### config.mk
export PLATFORM = sky130hd
export DESIGN_NAME = fifo_rd_pack
export DESIGN_NICKNAME = d
export VERILOG_FILES = /design/src/rtl/fifo_rd_pack.sv
export SDC_FILE = /design/constraint.sdc
export NUM_CORES = 1
export LEC_CHECK = 0
export ABC_AREA = 1
export CAP_MARGIN = 40
export CELL_PAD_IN_SITES_DETAIL_PLACEMENT = 2
export CELL_PAD_IN_SITES_GLOBAL_PLACEMENT = 2
export CORE_ASPECT_RATIO = 1.5
export CORE_MARGIN = 8
export CORE_UTILIZATION = 35
export CTS_BUF_LIST = sky130_fd_sc_hd__clkbuf_8
export DETAILED_ROUTE_END_ITERATION = 10
export PLACE_DENSITY_LB_ADDON = 0.1
export SLEW_MARGIN = 20
export SYNTH_ARGS = -nofsm -noshare
export SYNTH_HDL_FRONTEND = slang
export SYNTH_SLANG_ARGS = --single-unit
### constraint.sdc
create_clock -name rd_clk -period 5.7 [get_ports rd_clk]
set_input_delay 0.57 -clock rd_clk [delete_from_list [all_inputs] [get_ports rd_clk]]
set_output_delay 0.57 -clock rd_clk [all_outputs]
set_load 0.005 [all_outputs]
### src/rtl/fifo_rd_pack.sv
// Packs RATIO show-ahead FIFO words into one wide output word with a single registered output slot.
// Optional idle auto-flush is built when FIFO_RD_PACK_TIMEOUT_EN is defined.
module fifo_rd_pack #(
    parameter int unsigned DSIZE = 8,
    parameter int unsigned RATIO = 4,
    parameter int unsigned TOUT  = 16
) (
    input  logic                       rd_clk,
    input  logic                       rd_rst,
    input  logic [DSIZE-1:0]           fifo_data,
    input  logic                       fifo_empty,
    output logic                       fifo_inc,
    input  logic                       flush,
    output logic [DSIZE*RATIO-1:0]     out_data,
    output logic [$clog2(RATIO):0]     out_cnt,
    output logic                       out_valid,
    input  logic                       out_ready
);

    localparam int unsigned OW = DSIZE * RATIO;
    localparam int unsigned CW = $clog2(RATIO) + 1;

    typedef enum logic [1:0] {
        ACC        = 2'd0,
        HOLD_FULL  = 2'd1,
        HOLD_FLUSH = 2'd2
    } state_t;

    if ((RATIO < 2) || ((RATIO & (RATIO - 1)) != 0) || (TOUT < 1)) begin : g_param_err
        $error("fifo_rd_pack: RATIO must be a power of two >= 2 and TOUT >= 1");
    end

    state_t          state_q, state_d;
    logic [OW-1:0]   acc_q, acc_d, acc_m;
    logic [CW-1:0]   pk_q, pk_d, pk_m;
    logic [CW-1:0]   fl_q, fl_d;
    logic [CW-1:0]   mv_cnt;
    logic [OW-1:0]   out_word;
    logic            move;
    logic            slot_free;
    logic            flush_eff;
    logic            tout_hit;

    assign slot_free = !out_valid || out_ready;
    assign flush_eff = flush || tout_hit;

`ifdef FIFO_RD_PACK_TIMEOUT_EN
    localparam int unsigned TW = $clog2(TOUT + 1);
    logic [TW-1:0] tcnt_q;

    assign tout_hit = (tcnt_q == TW'(TOUT));

    // Counts consecutive idle ACC cycles holding a partial word.
    always_ff @(posedge rd_clk) begin
        if (rd_rst) begin
            tcnt_q <= '0;
        end else if ((state_q == ACC) && (pk_q != '0) && !fifo_inc && !move && !tout_hit) begin
            tcnt_q <= tcnt_q + TW'(1);
        end else begin
            tcnt_q <= '0;
        end
    end
`else
    assign tout_hit = 1'b0;
`endif

    // Next-state, pop strobe and accumulator update.
    always_comb begin
        state_d  = state_q;
        fl_d     = fl_q;
        move     = 1'b0;
        mv_cnt   = pk_q;
        acc_m    = acc_q;
        pk_m     = pk_q;
        out_word = '0;

        case (state_q)
            ACC: begin
                if (flush_eff && (pk_q != '0)) begin
                    if (slot_free) begin
                        move = 1'b1;
                    end else begin
                        state_d = HOLD_FLUSH;
                        fl_d    = pk_q;
                    end
                end
            end
            HOLD_FULL: begin
                if (slot_free) begin
                    move = 1'b1;
                end
            end
            HOLD_FLUSH: begin
                if (slot_free) begin
                    move   = 1'b1;
                    mv_cnt = fl_q;
                end
            end
            default: state_d = ACC;
        endcase

        if (move) begin
            state_d = ACC;
        end

        fifo_inc = !rd_rst && !fifo_empty && ((state_q == ACC) || move);

        // A word popped while a flush was pending survives the move into lane 0.
        if (move) begin
            pk_m  = pk_q - mv_cnt;
            acc_m = '0;
            for (int unsigned i = 0; i < RATIO; i++) begin
                if (CW'(i) < mv_cnt) begin
                    out_word[i*DSIZE +: DSIZE] = acc_q[i*DSIZE +: DSIZE];
                end else if ((CW'(i) == mv_cnt) && (pk_q > mv_cnt)) begin
                    acc_m[DSIZE-1:0] = acc_q[i*DSIZE +: DSIZE];
                end
            end
        end

        acc_d = acc_m;
        pk_d  = pk_m;
        if (fifo_inc) begin
            for (int unsigned i = 0; i < RATIO; i++) begin
                if (CW'(i) == pk_m) begin
                    acc_d[i*DSIZE +: DSIZE] = fifo_data;
                end
            end
            pk_d = pk_m + CW'(1);
        end

        if ((state_d == ACC) && (pk_d == CW'(RATIO))) begin
            state_d = HOLD_FULL;
        end
    end

    always_ff @(posedge rd_clk) begin
        if (rd_rst) begin
            state_q   <= ACC;
            acc_q     <= '0;
            pk_q      <= '0;
            fl_q      <= '0;
            out_data  <= '0;
            out_cnt   <= '0;
            out_valid <= 1'b0;
        end else begin
            state_q <= state_d;
            acc_q   <= acc_d;
            pk_q    <= pk_d;
            fl_q    <= fl_d;
            if (move) begin
                out_data  <= out_word;
                out_cnt   <= mv_cnt;
                out_valid <= 1'b1;
            end else if (out_ready) begin
                out_valid <= 1'b0;
            end
        end
    end

endmodule
Word level (Yosys, flattened, before mapping). Index checks and enable logic that the tools add are counted.

Equal/unequal tests: 9. Reduce and logical (&&, ||, !) cells: 22. Order comparisons: 5. Add/sub/neg operators: 2. Multiplexer cells: 33.

Operators by type and width (count): $mux 8 (17); $mux 32 (2); $eq 2x3->1 const A (4); $mux 3 (4); $logic_and 1x1->1 (8); $eq 1x3->1 const A (2); $logic_not 3->1 (2); $lt 1x3->1 const A (2); $lt 2x3->1 const A (2); $mux 2 (3); $mux 1 (5); $logic_not 2->1 (2); $pmux 2 s2 (1); $reduce_or 2->1 (2); $add 3x1->3 const B (1); $eq 3x3->1 const B (1); $gt 3x3->1 (1); $logic_not 1->1 (3); $reduce_bool 3->1 (1); $sub 3x3->3 (1); $eq 2x1->1 const B (1); $eq 2x2->1 const B (1); $logic_or 1x1->1 (2); $pmux 1 s2 (1); other kinds (2) (2).

Register bits: 76. Logic and storage cells: 79. Output and inout port bits: 37. Input port bits: 13.

Logic depth before layout (Yosys ltp).
Depth after elaboration: 18. Gate-level depth with buffers: 17. Depth with buffers taken out: 16.

Least setup slack after synthesis. No wires, ideal clock.

Path kind: in2reg. Start: in out_ready. End: reg state_q[0]. Arrival time: 2.981 ns. Setup time: 0.070 ns. Buffers on the path: 1. Slack: 2.648 ns. Required time: 5.630 ns. Cell stages on the path: 17. Path through: inv_2 -> nand2_2 -> buf_6 -> nand2_1 -> nand3_1 -> nand2_2 -> ha_1 -> fa_1 -> nand4_1 -> nand2_1 -> inv_1 -> ha_1 -> ha_1 -> or2_2 -> nand2_1 -> nand3_1 -> a21oi_1.

Longest elaborated chain between the ends: 10. Elaborated cells between the ends (all ways): 20. Those cells by class: add/sub (2); eq/ne (1); mux (12); reduce/logical (5).

RTL lines: start: declaration (RTL line 17) `input logic out_ready`; $logic_or 1x1->1 * (RTL line 44) `assign slot_free = !out_valid || out_ready;`; $mux 3 * (RTL line 94) `if (slot_free) begin`; $mux 3 * (RTL line 77) `case (state_q)`; via mv_cnt[0] (RTL line 37) `logic [CW-1:0] mv_cnt;`; $sub 3x3->3 * (RTL line 110) `pk_m = pk_q - mv_cnt;`; $mux 3 * (RTL line 109) `if (move) begin`; $add 3x1->3 (RTL line 129) `pk_d = pk_m + CW'(1);`; $mux 3 * (RTL line 123) `if (fifo_inc) begin`; $eq 3x3->1 * (RTL line 132) `if ((state_d == ACC) && (pk_d == CW'(RATIO))) begin`; $logic_and 1x1->1 * (RTL line 132); $mux 1 * (RTL line 132); end signal: assignment (RTL line 147) `state_q <= state_d;`; end: declaration (RTL line 33) `state_t state_q, state_d;`.

Mark *: on every way through the listed nets, which the timed path passes. The rest lies on a longest branch. A chain may end at the register's enable or synchronous reset.

Final worst setup path. Same ends and word-level chain as after synthesis.

==> results.txt <==
- Mean number of vias per cell: 5.25
- Setup repair after global routing left no endpoint under its margin.
- Leaving out filler cells and counting taps, the final layout contains 696.
* Synthesis-to-finish area growth: 21.2%
- Period utilization: 0.631
- Hold repair after CTS inserted 0 buffers.
- In the layout the commonest cells are sky130_fd_sc_hd__nand2_1, sky130_fd_sc_hd__dfxtp_1, sky130_fd_sc_hd__a21oi_1, sky130_fd_sc_hd__clkdlybuf4s50_1, sky130_fd_sc_hd__nand3_1.
* Setup violation total in the final timing report: 0
- The synthesized design contains 76 register bits.
- Once layout is complete, the utilization of the core stands at 0.429.
- Proportion of total power due to net switching: 0.444
* Fin Clk Skew: 0.00754 ns
- For the worst setup path, the data arrival time is 3.90 ns.
- Violation count after the first detailed-routing iteration: 82
* Switching power: 0.943 mW
- During placement, the flow inserted port buffers numbering 49.
- Setup total negative slack on the finished layout was measured at 0 ns.
- Number of enable flip-flop cells after synthesis: 0
- The Yosys step of the flow raised 0 warnings.
* Crit path time final: 3.60 ns
- For the pin with the worst max-slew slack, the measured transition is 0.733 ns.
* Final GP Congestion: 0.805
- Of the synthesized area, sequential elements account for 0.410.
* Most common cell after layout, fill and taps aside: sky130_fd_sc_hd__nand2_1
- Measured along the x axis, the die boundary spans 100 microns.
* Pwr Density: 473 nW/um^2
- The run finished with clean final reports.
- Each instance of the synthesized netlist takes up on average 7.29 sq um.
* Site Rows: 46
* Cells along the critical path: clkdlybuf4s50_1, inv_2, nand2_2, nand2_1, nand3_1, nand2_2, ha_1, fa_1, nand4_1, nand2_1, inv_1, ha_1, ha_1, or2_2, nand2_1, nand3_1, a21oi_1
* Hold Vio Cnt, Final: 0
- Height of the chip: 142 microns
- The share of total power dissipated in combinational logic is 0.453.
- For this run the aggregate overflow at the end of global routing stands at 0.
- VDD IR-drop max: 0.199 mV
- For this run, the total global-route usage over all layers was measured as 0.193.
- Routed vias: 3653
* Share of flip-flops with an asynchronous set or reset after synthesis: 0
- # clock sinks: 76
- Worst slack, placed: 1.55 ns
- The H-tree was split into 3 levels.
- DP HPWL: 9600 microns
- In this run the standard cell core region covers 10500 sq um.
* Worst setup path category: input pin to flip-flop
- With fillers left out, the area of the finished cells amounts to 4500 sq um.
- Overall power: 2.13 mW
* Full die area: 14200 sq um
- Among all stages on the critical path, the largest delay is contributed by sky130_fd_sc_hd__fa_1.
- The cell area that synthesis handed to floorplanning was 3710 sq um.
- After detailed routing, the total wire length is 13100 microns.
* Clock-pin slew reported for the worst setup and hold paths after clock tree synthesis: 0.08 ns
- Post-CTS repair changed the size of 0 cells.
- The tool flagged a number of max-cap violations equal to 0.
- The share of total power dissipated in sequential elements is 0.341.
- Required time at the endpoint of the critical path: 6.00 ns
* Endpoint kind of the worst setup timing path: flip-flop
- After detailed routing, the average wire length per cell comes to 18.8 microns.
- Once placement finished, the instance area stood at 4280 sq um.
- Static timing analysis puts the maximum clock frequency at 0.278 GHz.
- For this run, design rule violations remaining after detail routing come to 0.
* I/O pins: 50
* Cell Int Power: 1.18 mW
* Maximum number of pins on one net before global-route repair: 44
- Buffers inserted during post-CTS setup optimization: 0
- Counting tap cells, the placed design contains a total of 679 instances.
* Maximum buffer depth of the clock tree: 2
- Number of buffers created by CTS: 9
* Class of the worst hold path: flip-flop to flip-flop
- Number of global-route vias before repair: 4094
- Across all setup checks in the final design, the least slack found is 2.10 ns.
* Post-layout nets: 572
- The repair_antennas step left the layout with diodes totalling 0.
- The number of antenna violations at the first check in global routing came to 0.
- For this configuration, the core starts out at a cell density of 0.354.
- Gate count of the mapped netlist: 509
- On the worst path, the slowest cell contributes a delay of 0.50 ns.
- Count of filler cells inserted in the layout: 1263
- Number of max-slew violations in the final report: 0
- Counting distinct cell types in the post-synthesis netlist gives 31.
- Global-route wire length before repair: 21300 microns
- Summed over all cells, the static leakage comes to 1.80 nW.
* Tightest hold margin: 0.474 ns
- STA classifies the critical path startpoint as an input pin.
* First-pass DRT Iterations: 4
* Main flop type after synthesis: sky130_fd_sc_hd__dfxtp_1
- Worst rel slew slack: 0.511
- DRT antenna net count: 0
- Of the cells placed in the final design, the portion with a size suffix greater than 1 is 0.0978.
- TritonCTS clock tree: yes
- CTS Root Cell: sky130_fd_sc_hd__clkbuf_8
- Clock latency on the worst-skew pair, taken at its later pin, is 0.37 ns.
* Critical path fanouts, max: 11
- Proportion of power drawn by the clock network: 0.206
* Number of nets produced by synthesis: 534
## path summary, 6_finish.rpt
path                                   from                   endpoint  slack, ns  cells past startpoint
setup reg to reg      state_q[0]$_SDFF_PP0_      state_q[0]$_SDFF_PP0_       2.16                     16
hold reg to reg   out_data[12]$_SDFFE_PP0P_  out_data[12]$_SDFFE_PP0P_       0.47                      2
hold / removal    out_data[12]$_SDFFE_PP0P_  out_data[12]$_SDFFE_PP0P_       0.47                      2
setup / recovery                  out_ready      state_q[0]$_SDFF_PP0_       2.10                     17
## routing by layer
layer / wire [microns] / vias up / global-route usage / share of wire
met5: 0 / - / 0 / 0
met4: 407 / 0 / 0.0960 / 0.031
met3: 342 / 24 / 0.0328 / 0.026
met2: 7360 / 42 / 0.373 / 0.56
met1: 4980 / 1833 / 0.190 / 0.38
li1: - / 1754 / - / -
## synth_stat cells, types with 5 or more instances
| cell type | count | area, sq um |
|---|---|---|
| sky130_fd_sc_hd__buf_2 | 11 | 55.1 |
| sky130_fd_sc_hd__clkbuf_1 | 9 | 33.8 |
| sky130_fd_sc_hd__inv_2 | 9 | 33.8 |
| sky130_fd_sc_hd__dfxtp_1 | 76 | 1520 |
| sky130_fd_sc_hd__nand2_1 | 138 | 518 |
| sky130_fd_sc_hd__o21ai_0 | 26 | 130 |
| sky130_fd_sc_hd__nor2_1 | 30 | 113 |
| sky130_fd_sc_hd__nand3_1 | 43 | 215 |
| sky130_fd_sc_hd__a21oi_1 | 59 | 295 |
| sky130_fd_sc_hd__nand2_2 | 7 | 43.8 |
| sky130_fd_sc_hd__buf_6 | 5 | 56.3 |
| sky130_fd_sc_hd__ha_1 | 11 | 138 |
| sky130_fd_sc_hd__o21ai_1 | 26 | 130 |
| sky130_fd_sc_hd__nand4_1 | 9 | 56.3 |
| sky130_fd_sc_hd__inv_1 | 21 | 78.8 |
## sequential cells by signal (all words and copies together), names as in the netlist
register,cells
state_q,2
fl_q,3
out_data,32
out_valid,1
acc_q,32
pk_q,3
out_cnt,3
## power groups by stage
stage / Clock (mW) / Sequential [mW] / Combinational, mW
floorplan: 0 / 0.708 / 0.674
global placement: 0 / 0.734 / 0.872
detailed placement: 0 / 0.737 / 0.951
CTS: 0.449 / 0.726 / 0.964
global route: 0.466 / 0.738 / 1.07
finish: 0.438 / 0.724 / 0.964
## area by class of cell
| cell class | count | area (sq um) | share of cell area |
|---|---|---|---|
| multi-input combinational | 376 | 1930 | 0.428 |
| sequential | 76 | 1520 | 0.338 |
| timing repair buffer | 54 | 556 | 0.124 |
| tap | 144 | 180 | 0.0401 |
| clock buffer | 11 | 151 | 0.0337 |
| inverter | 30 | 113 | 0.0250 |
| clock inverter | 5 | 51.3 | 0.0114 |
## kinds of logic (layout without fill, tap and decap cells)
family | Yosys count | after routing | share of synthesized area
compound gates | 116 | 116 | 0.159
xor+xnor | 2 | 2 | 0.00472
fa+ha+maj | 12 | 12 | 0.0425
buf+inv | 57 | 100 | 0.0715
flops | 76 | 76 | 0.410
simple gates | 246 | 246 | 0.312
## worst max-delay path, delay by kind of cell
family	cells	cell delay [ns]
compound gates	1	0.12
simple gates	9	1.33
fa+ha+maj	4	1.23
buf+inv	3	0.63
(Power assumes the default switching activity.)
==> variant 1 (config.mk and constraints unchanged) <==
Encoding of `state_t`: now one-hot (3 bits for 3 states).
--- a/src/rtl/fifo_rd_pack.sv
+++ b/src/rtl/fifo_rd_pack.sv
@@ -20,10 +20,10 @@
     localparam int unsigned OW = DSIZE * RATIO;
     localparam int unsigned CW = $clog2(RATIO) + 1;
 
-    typedef enum logic [1:0] {
-        ACC        = 2'd0,
-        HOLD_FULL  = 2'd1,
-        HOLD_FLUSH = 2'd2
+    typedef enum logic [2:0] {
+        ACC        = 3'b001,
+        HOLD_FULL  = 3'b010,
+        HOLD_FLUSH = 3'b100
     } state_t;
 
     if ((RATIO < 2) || ((RATIO & (RATIO - 1)) != 0) || (TOUT < 1)) begin : g_param_err
Behaviour: same outputs for any inputs over 4 cycles, from zero or initial values and one cycle with rd_rst high; so few cycles prove little.
==> variant 1 against the original RTL <==
- largest cell class unchanged
- power is 3.6% lower
- sequential cell count rose by 1
- design area about the same
- sequential power fell by 3.0%
- setup slack lost 43 ps
- die area shrank 1.5%
- fmax is 1.2% lower
- wire length grew 1.1%
- area after synthesis shrank 1.7%
==> variant 1: results (changes against the original RTL) <==
dp_hpwl_mm: 9.58  # -0.22%
arrival_ps: 3860  # -40 ps
grt_util_all_layers: 0.192  # -0.000654
netlist_top_cells_count: "nand2_1, dfxtp_1, a21oi_1"
drt_iter0_markers: 161  # +96%
power_density_nw_per_um2: 455  # -3.7%
final_area_um2: 4500  # about the same
synth_adder_area_share: 0.0295  # -0.0130
grt_util_met1: 0.199  # +0.00882
insertion_delay_ps: 360
cts_buffers: 9  # unchanged
synth_cell_type_count: 31  # unchanged
nonClkBufAreaFrac: 0.126  # +0.00240
ctsLongestPathBuffers: 2  # unchanged
seq_share: 0.342  # +0.00416
wl_met1_mm: 5.15  # +3.4%
wl_met2_mm: 7.44  # +1.1%
antenna_found_initial: 0  # unchanged
multi_input_cells: 369  # -1.9%
cpPeakStageDelay_ps: 420  # -80 ps
dp_slack_ps: 1720  # +169 ps
tightest_slew_ps: 664  # -69.0 ps
yosys-top-cells-area: "dfxtp_1, nand2_1, a21oi_1"
gr-usage-met3: 0.0335  # +0.000703
die-area_um2: 14000  # -1.5%
p_seq_w: 0.000702  # -3.0%
route.met3.wl_um: 322  # -5.8%
fin_nets: 564  # -1.4%
status: "complete, no violations"
gp_congestion: 0.825  # +2.5%
final-clk-cell-share: 0.0575  # +0.0125
post-place-cells: 649  # -4.4%
fill_cells: 1168  # -7.5%
cp_max_fo: 16  # +5
skew_ps: 6.52  # -1.03 ps
buffers_excl_clock: 55  # +1.9%
vias: 3700  # +1.3%
layoutNonFillerInstCount: 665  # -4.5%
cp_top_family: "adder cells"
p_comb_w: 0.000814  # -16%
synth_nets: 527  # -1.3%
drive_gt1_frac: 0.0821  # -0.0157
multi_input_area_share: 0.416  # -0.0123
nonClockInverterCount: 31  # +3.3%
synth-seq-area-share: 0.422  # +0.0127
p_leak_nw: 1.78  # -1.5%
grt_pass1_vias: 4049  # -1.1%
vdd_drop_max_mv: 0.161  # -19%
slowest_stage: "clkdlybuf4s50_1"
clkbuf_count: 12  # +1
grt_max_degree: 52  # +18%
grt_util_met2: 0.370  # -0.00281
drt_wl_total_mm: 13.2  # +1.1%
dpl_cell_area_um2: 4240  # -0.76%
cts_sinks: 77  # +1.3%
grt_first_pass_wirelength_mm: 21.2  # -0.36%
synth_compound_area_frac: 0.183  # +0.0237
synth_xor_area_frac: 0.00240  # -0.00232
post_cts_buffers: 0  # unchanged
==> variant 1: changes by cell type in the layout (fill, tap and decap cells not counted), sizes merged, moves of 2 or more <==
cell,before,now
nor3,0,2
a21boi,0,2
a21oi,59,55
clkinv,2,0
bufinv,1,3
or2,2,0
o21ai,52,60
nor2,38,29
nand4,12,44
nand3,48,15
ha,11,7
==> variant 1: path summary, 6_finish.rpt <==
kind                                     to                       from  slack, ps
setup / recovery       acc_q[26]$_SDFF_PP0_                  out_ready       2060
hold / removal    out_data[15]$_SDFFE_PP0P_  out_data[15]$_SDFFE_PP0P_        470
setup reg to reg       acc_q[26]$_SDFF_PP0_     out_valid$_SDFFE_PP0P_       2350
hold reg to reg   out_data[15]$_SDFFE_PP0P_  out_data[15]$_SDFFE_PP0P_        470
==> variant 1: worst register-to-register path: cells and delay by family (launching register included) <==
family / cells / cell delay [ps]
fa+ha+maj: 4 / 1080
compound gates: 4 / 890
buf+inv: 1 / 70
flops: 1 / 400
simple gates: 5 / 780
==> variant 2 (same settings) <==
Without the edit above. `DSIZE`: 8 -> 4.
--- a/src/rtl/fifo_rd_pack.sv
+++ b/src/rtl/fifo_rd_pack.sv
@@ -1,7 +1,7 @@
 // Packs RATIO show-ahead FIFO words into one wide output word with a single registered output slot.
 // Optional idle auto-flush is built when FIFO_RD_PACK_TIMEOUT_EN is defined.
 module fifo_rd_pack #(
-    parameter int unsigned DSIZE = 8,
+    parameter int unsigned DSIZE = 4,
     parameter int unsigned RATIO = 4,
     parameter int unsigned TOUT  = 16
 ) (
Ports: changed (resized fifo_data and out_data); port bits go from 50 to 30. No check against the original RTL was run, so the function may have changed too.
==> variant 2 against the original RTL <==
- area after synthesis down 39%
- power fell by 31%
- sequential cell count is 32 lower
- design area is 40% lower
- highest routed layer unchanged
- clock power down 52%
- worst hold slack lost 2.4 ps
- critical endpoint is now fifo_inc
- fmax shrank 6.4%
- largest power group unchanged
- core utilization is 0.65 points lower
- register-to-register slack better by 180 ps
- wire length decreased by 44%
- combinational power decreased by 16%
- sequential share of layout area decreased by 1.3 points
- setup slack got worse by 250 ps
==> variant 2: results (changes against the original RTL) <==
gp_congestion: 0.811  # +0.75%
route.met3.wl_um: 134  # -61%
reg2reg_slack_ps: 2340  # +180 ps
vdd_drop_max_mv: 0.193  # -2.8%
synth_nets: 341  # -36%
buffers_excl_clock: 30  # -44%
fin_nets: 366  # -36%
wl_met2_mm: 4.12  # -44%
dp_slack_ps: 1840  # +292 ps
tightest_slew_ps: 786  # +53.0 ps
reg.largest.list: "acc_q x16, out_data x16"
core-area_um2: 6400  # -39%
endpoint: "fifo_inc"
clkbuf_count: 6  # -5
seq_cells: 44  # -42%
seq_share: 0.326  # -0.0126
cp_max_fo: 26  # +15
via_per_inst: 5.35  # +1.9%
status: "complete, no violations"
dp_hpwl_mm: 5.42  # -44%
insertion_delay_ps: 300  # -70 ps
synth-seq-area-share: 0.387  # -0.0228
dpl_cell_area_um2: 2610  # -39%
io_buffers: 29  # -41%
p_leak_nw: 1.13  # -37%
whs_endpoint: "out_data[15]$_SDFFE_PP0P_"
multi_input_cells: 234  # -38%
yosys-top-cells-area: "dfxtp_1, nand2_1, a21oi_1"
cts_buffers: 5  # -4
wl_per_cell_um: 17.4  # -7.3%
area_growth_pct: 18.9
netlist_top_cells_count: "nand2_1, dfxtp_1, a21oi_1"
multi_input_area_share: 0.453  # +0.0252
hold_start: "out_data[15]$_SDFFE_PP0P_"
synth_cell_type_count: 25  # -19%
grt_max_degree: 41  # -6.8%
skew_ps: 7.53  # -0.0162 ps
wl_met1_mm: 3.00  # -40%
antenna_found_initial: 0  # unchanged
grt_pass1_vias: 2443  # -40%
hold_slack_ps: 472  # -2.37 ps
grt_first_pass_wirelength_mm: 12.2  # -43%
final-clk-cell-share: 0.0342  # -0.0108
slowest_stage: "clkdlybuf4s50_1"
arrival_ps: 3270  # -630 ps
combPwrFrac: 0.555  # +0.102
drive_gt1_frac: 0.0549  # -0.0429
period_needed_ps: 3840  # +247 ps
ctsHtreeMaxLevel: 2  # -1
variant 2: worst max-delay path: cells and delay by family:
kind,cells,cell delay (ps)
buffers and inverters,4,2430
AND/OR/NAND/NOR,1,270
variant 2: metal layers:
| layer | vias to the layer above | GRT usage |
|---|---|---|
| li1 | 1121 | - |
| met1 | 1109 | 0.178 |
| met2 | 19 | 0.317 |
| met3 | 8 | 0.0274 |
| met4 | 0 | 0.0447 |
| met5 | - | 0 |
variant 2: stage by stage:
stage | total power (W) | std cells
2_1_floorplan | 0.00102 | 320
3_3_place_gp | 0.00122 | 414
3_5_place_dp | 0.00126 | 414
4_1_cts | 0.00149 | 422
5_1_grt | 0.00159 | 422
6_report | 0.00146 | 422
variant 2: cells by family (layout without fill, tap and decap cells):
family          Yosys count  in the layout  synth area share
simple gates            145            145             0.289
flops                    44             44             0.387
buf+inv                  42             68            0.0742
xor+xnor                  1              1           0.00385
compound gates           76             76             0.176
fa+ha+maj                12             12            0.0693
